**config.mk**
```make
export PLATFORM = sky130hd
export DESIGN_NAME = pipeline_hazard_ctrl
export DESIGN_NICKNAME = d
export VERILOG_FILES = /design/src/rtl/hazard_pkg.sv /design/src/rtl/hazard_sat_counter.sv /design/src/rtl/pipeline_hazard_ctrl.sv
export SDC_FILE = /design/constraint.sdc
export NUM_CORES = 1
export LEC_CHECK = 0
export ABC_AREA = 1
export BUFFER_PORTS_ARGS = -buffer_cell sky130_fd_sc_hd__buf_2
export CORE_MARGIN = 1
export CORE_UTILIZATION = 41
export CTS_CLUSTER_DIAMETER = 50
export CTS_CLUSTER_SIZE = 16
export DETAILED_ROUTE_END_ITERATION = 12
export GPL_TIMING_DRIVEN = 1
export MAX_ROUTING_LAYER = met4
export PLACE_DENSITY = 0.82
export REMOVE_ABC_BUFFERS = 1
export SETUP_SLACK_MARGIN = 0.3
export SYNTH_ARGS = -nofsm -noshare
export SYNTH_HDL_FRONTEND = slang
export SYNTH_HIERARCHICAL = 1
export SYNTH_SLANG_ARGS = --single-unit
```
**constraint.sdc**
```tcl
create_clock -name clk -period 1.7 [get_ports clk]
set_input_delay 0.425 -clock clk [delete_from_list [all_inputs] [get_ports clk]]
set_output_delay 0.425 -clock clk [all_outputs]
set_load 0.005 [all_outputs]
```
**src/rtl/hazard_pkg.sv**
```systemverilog
// Shared types for the pipeline hazard sequencer: FSM states, per-stage control bundle, counter width.
// Purpose: common definitions | Latency: n/a | Backpressure: n/a
package hazard_pkg;

    localparam int PERF_W = 16;

    typedef enum logic {
        IDLE    = 1'b0,
        MC_BUSY = 1'b1
    } hz_state_t;

    typedef struct packed {
        logic stall_f;
        logic stall_d;
        logic stall_e;
        logic stall_m;
        logic flush_d;
        logic flush_e;
        logic flush_m;
        logic flush_w;
    } stage_ctrl_t;

endpackage

```
**src/rtl/hazard_sat_counter.sv**
```systemverilog
// Saturating up-counter, increments when en=1 and holds at all-ones.
// Latency: count visible the cycle after en | Backpressure: none, saturates instead of wrapping
module hazard_sat_counter #(
    parameter int W = 16
) (
    input  logic         clk,
    input  logic         rst,
    input  logic         en,
    output logic [W-1:0] cnt
);

    logic [W-1:0] cnt_q;
    logic [W-1:0] cnt_d;

    always_comb begin
        cnt_d = cnt_q;
        if (en && (cnt_q != {W{1'b1}})) begin
            cnt_d = cnt_q + W'(1);
        end
    end

    always_ff @(posedge clk or posedge rst) begin
        if (rst) begin
            cnt_q <= '0;
        end else begin
            cnt_q <= cnt_d;
        end
    end

    assign cnt = cnt_q;

endmodule

```
**src/rtl/pipeline_hazard_ctrl.sv**
```systemverilog
// Stall/flush sequencer for the 5-stage pipeline plus memory-wait watchdog; perf counters under HAZARD_PERF_EN.
// Latency: controls are combinational (zero cycles) | Backpressure: memwait holds F..M and bubbles W
module pipeline_hazard_ctrl
    import hazard_pkg::*;
#(
    parameter int N           = 4,
    parameter int MC_CYCLES   = 4,
    parameter int MEM_TIMEOUT = 16
) (
    input  logic              clk,
    input  logic              rst,
    input  logic              memtoreg_E,
    input  logic [N-1:0]      Rd_E,
    input  logic [N-1:0]      RegA_D,
    input  logic [N-1:0]      RegB_D,
    input  logic              useA_D,
    input  logic              useB_D,
    input  logic              branch_taken_E,
    input  logic              mc_start_E,
    input  logic              mem_req_M,
    input  logic              mem_ready,
    output logic              stall_F,
    output logic              stall_D,
    output logic              stall_E,
    output logic              stall_M,
    output logic              flush_D,
    output logic              flush_E,
    output logic              flush_M,
    output logic              flush_W,
    output logic              mc_busy,
    output logic              mem_err,
    output logic [PERF_W-1:0] perf_stall_cnt,
    output logic [PERF_W-1:0] perf_lu_cnt
);

    localparam int CW = $clog2(MC_CYCLES);
    localparam int WW = $clog2(MEM_TIMEOUT + 1);
    localparam logic [CW-1:0] MC_INIT = CW'(MC_CYCLES - 2);
    localparam logic [WW-1:0] TO_VAL  = WW'(MEM_TIMEOUT);

    hz_state_t   state_q, state_d;
    logic [CW-1:0] mc_cnt_q, mc_cnt_d;
    logic [WW-1:0] wait_cnt_q, wait_cnt_d;
    logic        mem_err_q, mem_err_d;
    logic        memwait, loaduse, mcstall, lu_fire;
    stage_ctrl_t ctrl, ctrl_o;

    assign memwait = mem_req_M & ~mem_ready;
    assign loaduse = memtoreg_E & ((useA_D & (RegA_D == Rd_E)) | (useB_D & (RegB_D == Rd_E)));
    assign mcstall = ((state_q == IDLE) & mc_start_E) | ((state_q == MC_BUSY) & (mc_cnt_q != '0));

    always_comb begin
        ctrl     = '0;
        lu_fire  = 1'b0;
        state_d  = state_q;
        mc_cnt_d = mc_cnt_q;
        if (memwait) begin
            ctrl.stall_f = 1'b1;
            ctrl.stall_d = 1'b1;
            ctrl.stall_e = 1'b1;
            ctrl.stall_m = 1'b1;
            ctrl.flush_w = 1'b1;
        end else if (mcstall) begin
            ctrl.stall_f = 1'b1;
            ctrl.stall_d = 1'b1;
            ctrl.stall_e = 1'b1;
            ctrl.flush_m = 1'b1;
        end else if (branch_taken_E) begin
            // The load-use consumer sits in decode and is squashed, so no stall is needed.
            ctrl.flush_d = 1'b1;
            ctrl.flush_e = 1'b1;
        end else if (loaduse) begin
            ctrl.stall_f = 1'b1;
            ctrl.stall_d = 1'b1;
            ctrl.flush_e = 1'b1;
            lu_fire      = 1'b1;
        end

        if (!memwait) begin
            case (state_q)
                IDLE: begin
                    if (mc_start_E) begin
                        state_d  = MC_BUSY;
                        mc_cnt_d = MC_INIT;
                    end
                end
                MC_BUSY: begin
                    if (mc_cnt_q != '0) begin
                        mc_cnt_d = mc_cnt_q - CW'(1);
                    end else begin
                        state_d = IDLE;
                    end
                end
                default: state_d = IDLE;
            endcase
        end
    end

    always_comb begin
        wait_cnt_d = '0;
        if (memwait) begin
            wait_cnt_d = (wait_cnt_q == TO_VAL) ? wait_cnt_q : wait_cnt_q + WW'(1);
        end
        mem_err_d = mem_err_q | (memwait & (wait_cnt_q == TO_VAL - WW'(1)));
    end

    always_ff @(posedge clk or posedge rst) begin
        if (rst) begin
            state_q    <= IDLE;
            mc_cnt_q   <= '0;
            wait_cnt_q <= '0;
            mem_err_q  <= 1'b0;
        end else begin
            state_q    <= state_d;
            mc_cnt_q   <= mc_cnt_d;
            wait_cnt_q <= wait_cnt_d;
            mem_err_q  <= mem_err_d;
        end
    end

    // Reset must force every output low even though the controls are combinational from inputs.
    assign ctrl_o  = rst ? '0 : ctrl;
    assign stall_F = ctrl_o.stall_f;
    assign stall_D = ctrl_o.stall_d;
    assign stall_E = ctrl_o.stall_e;
    assign stall_M = ctrl_o.stall_m;
    assign flush_D = ctrl_o.flush_d;
    assign flush_E = ctrl_o.flush_e;
    assign flush_M = ctrl_o.flush_m;
    assign flush_W = ctrl_o.flush_w;
    assign mc_busy = ~rst & (state_q == MC_BUSY);
    assign mem_err = mem_err_q;

`ifdef HAZARD_PERF_EN
    hazard_sat_counter #(.W(PERF_W)) u_perf_stall (
        .clk (clk),
        .rst (rst),
        .en  (ctrl_o.stall_f),
        .cnt (perf_stall_cnt)
    );

    hazard_sat_counter #(.W(PERF_W)) u_perf_lu (
        .clk (clk),
        .rst (rst),
        .en  (lu_fire & ~rst),
        .cnt (perf_lu_cnt)
    );
`else
    assign perf_stall_cnt = '0;
    assign perf_lu_cnt    = '0;
`endif

endmodule
```
Word-level counts from Yosys, hierarchy flattened --
Index checks and enable logic that the tools add are counted. Widths: inputs -> output; s select.
Storage, ports and cells: register bits after elaboration 9, latch bits 0, memory bits (writable) 0, bits in read-only memories 0, input port bits 21, logic and storage cells 50, memories kept 0
Operators by class: $add $sub $neg 2, multipliers 0, divide/modulo/power cells 0, magnitude comparators 0, equal/unequal tests 7, shift operators 0, mux-type cells 20, bitwise operators 15, reduce and logical (&&, ||, !) cells 2
Operators with widths (count):
- $mux 2 | 6
- $mux 5 | 2
- $and 1x1->1 | 8
- $eq 4x4->1 | 2
- $mux 8 | 1
- $mux 1 | 7
- $mux 3 | 2
- $add 5x1->5 const B | 1
- $eq 5x4->1 const B | 1
- $eq 5x5->1 const B | 1
- $ne 2x2->1 const B | 2
- $not 1->1 | 4
- $pmux 2 s2 | 1
- $or 1x1->1 | 3
- $reduce_and 3->1 | 1
- $ne 2x1->1 const B | 1
- $pmux 1 s2 | 1
- $reduce_bool 2->1 | 1
- $sub 2x1->2 const B | 1

Longest topological paths before layout --
depth after elaboration 9, depth in mapped cells 9, gate-level depth less buffers 8

Worst setup path before layout --
OpenSTA, ideal clock, no wires.
path kind flip-flop to output port, start register mc_cnt_q[0], end output port stall_F, arrival time 1.055 ns, slack 0.220 ns, stages on the path, launching flop included 9, buffers on the path 1, cells stage by stage dfrtp_1 > inv_1 > ha_1 > nand2_1 > o21ai_1 > nand2_1 > nand2_1 > nand2_1 > buf_4
On the way: word-level cells in the longest chain between the ends 6
Ends and longest elaborated chain:
- from (decl) | line pipeline_hazard_ctrl.sv:42 | logic [CW-1:0] mc_cnt_q, mc_cnt_d;
- from (signal assigned) | line pipeline_hazard_ctrl.sv:115 | mc_cnt_q <= mc_cnt_d;
- $reduce_bool 2->1 | line pipeline_hazard_ctrl.sv:50 | assign mcstall = ((state_q == IDLE) & mc_start_E) | ((state_q == MC_BUSY) & (mc_cnt_q != '0));
- $and 1x1->1 | line pipeline_hazard_ctrl.sv:50
- $or 1x1->1 | line pipeline_hazard_ctrl.sv:50
- $mux 2 | line pipeline_hazard_ctrl.sv:63 | end else if (mcstall) begin
- $mux 3 | line pipeline_hazard_ctrl.sv:57 | if (memwait) begin
- $mux 8 | line pipeline_hazard_ctrl.sv:122 | assign ctrl_o = rst ? '0 : ctrl;
- to (decl) | line pipeline_hazard_ctrl.sv:22 | output logic stall_F,
No other way between the ends.

Final worst setup path --
start register mc_cnt_q[0], end output port flush_M
On the way: word-level cells in the longest chain between the ends 6
Ends and longest elaborated chain:
- $reduce_bool 2->1 | line pipeline_hazard_ctrl.sv:50
- $and 1x1->1 | line pipeline_hazard_ctrl.sv:50
- $or 1x1->1 | line pipeline_hazard_ctrl.sv:50
- $mux 1 | line pipeline_hazard_ctrl.sv:63
- $mux 3 | line pipeline_hazard_ctrl.sv:57
- $mux 8 | line pipeline_hazard_ctrl.sv:122
- to (decl) | line pipeline_hazard_ctrl.sv:28 | output logic flush_M,
No other way between the ends.

==> results.sh <==
export IMPL_antenna_found_initial=0
export IMPL_htreeDepth=1
export IMPL_netlist_instances=134
export IMPL_finalMaxSlewViolations=0
export IMPL_nNetsFinal=197
export IMPL_ys_seq_area_share_pct=24.8
export IMPL_critPathMaxStageDelay_ps=340
export IMPL_synth_area_um2=908
export IMPL_dieArea_um2=2410
export IMPL_ys_ff_latch=9
export IMPL_cp_top_family="flip-flops"
export IMPL_die_y_um=49.1
export IMPL_hold_violations=0
export IMPL_avgSynthCellArea_um2=6.78
export IMPL_synth_warnings=6
export IMPL_power_frac_seq_pct=33.4
export IMPL_finalCoreUtilization_pct=52.2
export IMPL_crit_type="reg2out"
export IMPL_ir_drop_uv=677
export IMPL_end_kind="primary output"
export IMPL_drive_gt1_share_pct=29.2
export IMPL_hold_slack_ps=198
export IMPL_drc=0
export IMPL_grt_pass1_wl_um=2450
export IMPL_crit_top_cell="inv_2"
export IMPL_track_usage_pct=13.3
export IMPL_crit_chain="inv_2 -> ha_4 -> nand2_2 -> o21ai_2 -> buf_4 -> nor2_4 -> inv_2 -> nor2_1 -> buf_2"
export IMPL_cp_start_kind="register"
export IMPL_pwr_share_clk_pct=19.6
export IMPL_post_route_period_util_pct=108
export IMPL_wl_per_cell_um=7.75
export IMPL_intPower_uw=532
export IMPL_postRouteAntennaNets=0
export IMPL_initial_core_util_pct=44.9
export IMPL_cts_sinks=9
export IMPL_p_switching_uw=315
export IMPL_cts_buffers=3
export IMPL_first_global_vias=655
export IMPL_cts_tree="done"
export IMPL_fill_cells=206
export IMPL_swShare_pct=37.2
export IMPL_violations="setup timing"
export IMPL_worstPathRequired_ps=1270
export IMPL_wl_um=1540
export IMPL_min_path_type="in2async"
export IMPL_place_hpwl_um=1230
export IMPL_slowest_stage="dfrtp_1"
export IMPL_clk_path_buf_depth=2
export IMPL_row_count=16
export IMPL_fp_dieW_um=49.1
export IMPL_leakage_nw=0.665
export IMPL_core_um2=2020
export IMPL_status="complete, but fails checks"
export IMPL_setup_viol=5
export IMPL_post_dp_cell_area_um2=976
export IMPL_syn2layout_area_growth_pct=16.1
export IMPL_via_count=816
export IMPL_path_clk_slew_ps=60
export IMPL_ctsHoldBuffers=0
export IMPL_period_needed_ps=1840
export IMPL_grt_max_degree=10
export IMPL_timing_fmax_mhz=545
export IMPL_rsz0062_at_grt="true"
export IMPL_root_buffer="clkbuf_4"
export IMPL_first_iter_violations=8
export IMPL_cap_violations=0
export IMPL_synth_distinct_cells=16
export IMPL_p_per_area_nw_per_um2=802
export IMPL_first_pass_iters=4
export IMPL_port_buffer_count=30
export IMPL_crit_arrival_ps=1410
export IMPL_drt_vias_per_instance=4.12
export IMPL_num_antenna_cells=0
export IMPL_path_max_fanout=3
export IMPL_clock_latency_ps=260
export IMPL_power_frac_comb_pct=47.0
export IMPL_finalWorstSetupSlack_ps=-136
export IMPL_place_congestion=0.789
export IMPL_final_cell_area_um2=1050
export IMPL_grt_overflow=0
export IMPL_io_pins=63
export IMPL_clock_skew_ps=1.98
export IMPL_critPathBufInv=4
what timing repair did:
item,4_1_cts,5_1_grt
cloned,0,0
setup endpoints to repair,8,9
resized for setup,7,4
pin swaps,9,7
buffers inserted,2,1
worst paths after layout:
path / start / endpoint / slack [ps] / depth (start not counted)
worst max-delay path: mc_cnt_q[0]$_DFFE_PP0P_ / flush_M / -140 / 9
worst min-delay path: rst / wait_cnt_q[4]$_DFFE_PP0P_ / 200 / 3
worst max register to register: mc_cnt_q[1]$_DFFE_PP0P_ / mc_cnt_q[0]$_DFFE_PP0P_ / 310 / 10
worst min register to register: mem_err$_DFF_PP0_ / mem_err$_DFF_PP0_ / 460 / 1
max in group asynchronous: rst / state_q$_DFFE_PP0N_ / 1360 / 3
min in group clk: mem_err$_DFF_PP0_ / mem_err$_DFF_PP0_ / 460 / 1
layer usage:
metal | vias to the layer above | share of wire [%] | GRT usage [%]
met2 | 38 | 50 | 22.1
met1 | 357 | 40 | 14.6
met5 | - | 0 | -
met4 | 0 | 1.6 | 8.82
li1 | 417 | - | -
met3 | 4 | 7.4 | 1.87
cells by family after synthesis:
logic type	Yosys count	synth area share, %
buffers and inverters	55	36.8
flip-flops	9	24.8
AO/OA/AOI/OAI	11	6.34
other	1	0.413
XOR/XNOR	2	1.93
AND/OR/NAND/NOR	52	24.2
adder cells (fa/ha/maj)	4	5.51
cell type report:
cell class	count	area, µm²	share of cell area (%)
sequential	9	226	21.5
multi-input combinational	101	494	46.9
inverter	21	78.8	7.47
timing repair buffer	36	195	18.5
tap	27	33.8	3.20
clock buffer	4	26.3	2.49
state kept, by name, indices dropped and copies added (netlist names):
| name | count |
|---|---|
| mc_cnt_q | 2 |
| wait_cnt_q | 5 |
| mem_err | 1 |
| state_q | 1 |
power groups by stage:
stage | sequential [mW] | combinational, mW | clock (mW)
2_1_floorplan | 0.271 | 0.184 | 0
3_3_place_gp | 0.275 | 0.288 | 0
3_5_place_dp | 0.276 | 0.295 | 0
4_1_cts | 0.276 | 0.355 | 0.176
5_1_grt | 0.288 | 0.456 | 0.180
6_report | 0.283 | 0.398 | 0.166
placed cells by master (no fill, tap or decap):
cell / synthesis / routed
o21ai_2: 0 / 1
dfrtp_1: 9 / 8
nor3b_1: 1 / 1
buf_2: 0 / 30
o21ai_0: 7 / 7
nor2_4: 1 / 2
a21o_1: 1 / 1
ha_1: 4 / 3
a21oi_1: 2 / 2
inv_1: 21 / 18
nor2_1: 15 / 14
nand2_1: 25 / 23
clkbuf_1: 0 / 1
conb_1: 1 / 32
clkbuf_4: 0 / 3
xnor2_1: 2 / 2
nor2_2: 1 / 1
buf_4: 34 / 6
nand2_2: 0 / 2
nand3_1: 9 / 9
inv_2: 0 / 3
dfrtp_2: 0 / 1
ha_4: 0 / 1
cell usage after synthesis (all sizes together):
| master | instances | area share, % |
|---|---|---|
| o21ai | 8 | 4.4 |
| conb | 1 | 0.41 |
| a21oi | 2 | 1.1 |
| a21o | 1 | 0.83 |
| nor2 | 17 | 8.1 |
| dfrtp | 9 | 25 |
| ha | 4 | 5.5 |
| xnor2 | 2 | 1.9 |
| nand3 | 9 | 5.0 |
| inv | 21 | 8.7 |
| buf | 34 | 28 |
| nor3b | 1 | 0.83 |
| nand2 | 25 | 10 |
through the flow:
step | instances | setup slack, ps | total power, mW | setup TNS (ps)
finish | 198 | -136 | 0.846 | -354
global route | 198 | -186 | 0.923 | -781
CTS | 197 | -164 | 0.807 | -601
detailed placement | 191 | 86.6 | 0.571 | 0
global placement | 191 | 90.8 | 0.563 | 0
floorplan | 131 | 265 | 0.455 | 0
worst min-delay path, stage by stage:
cell   delay [ps]
buf_2         130
inv_1          70
buf_4         170
(Power assumes the default switching activity.)
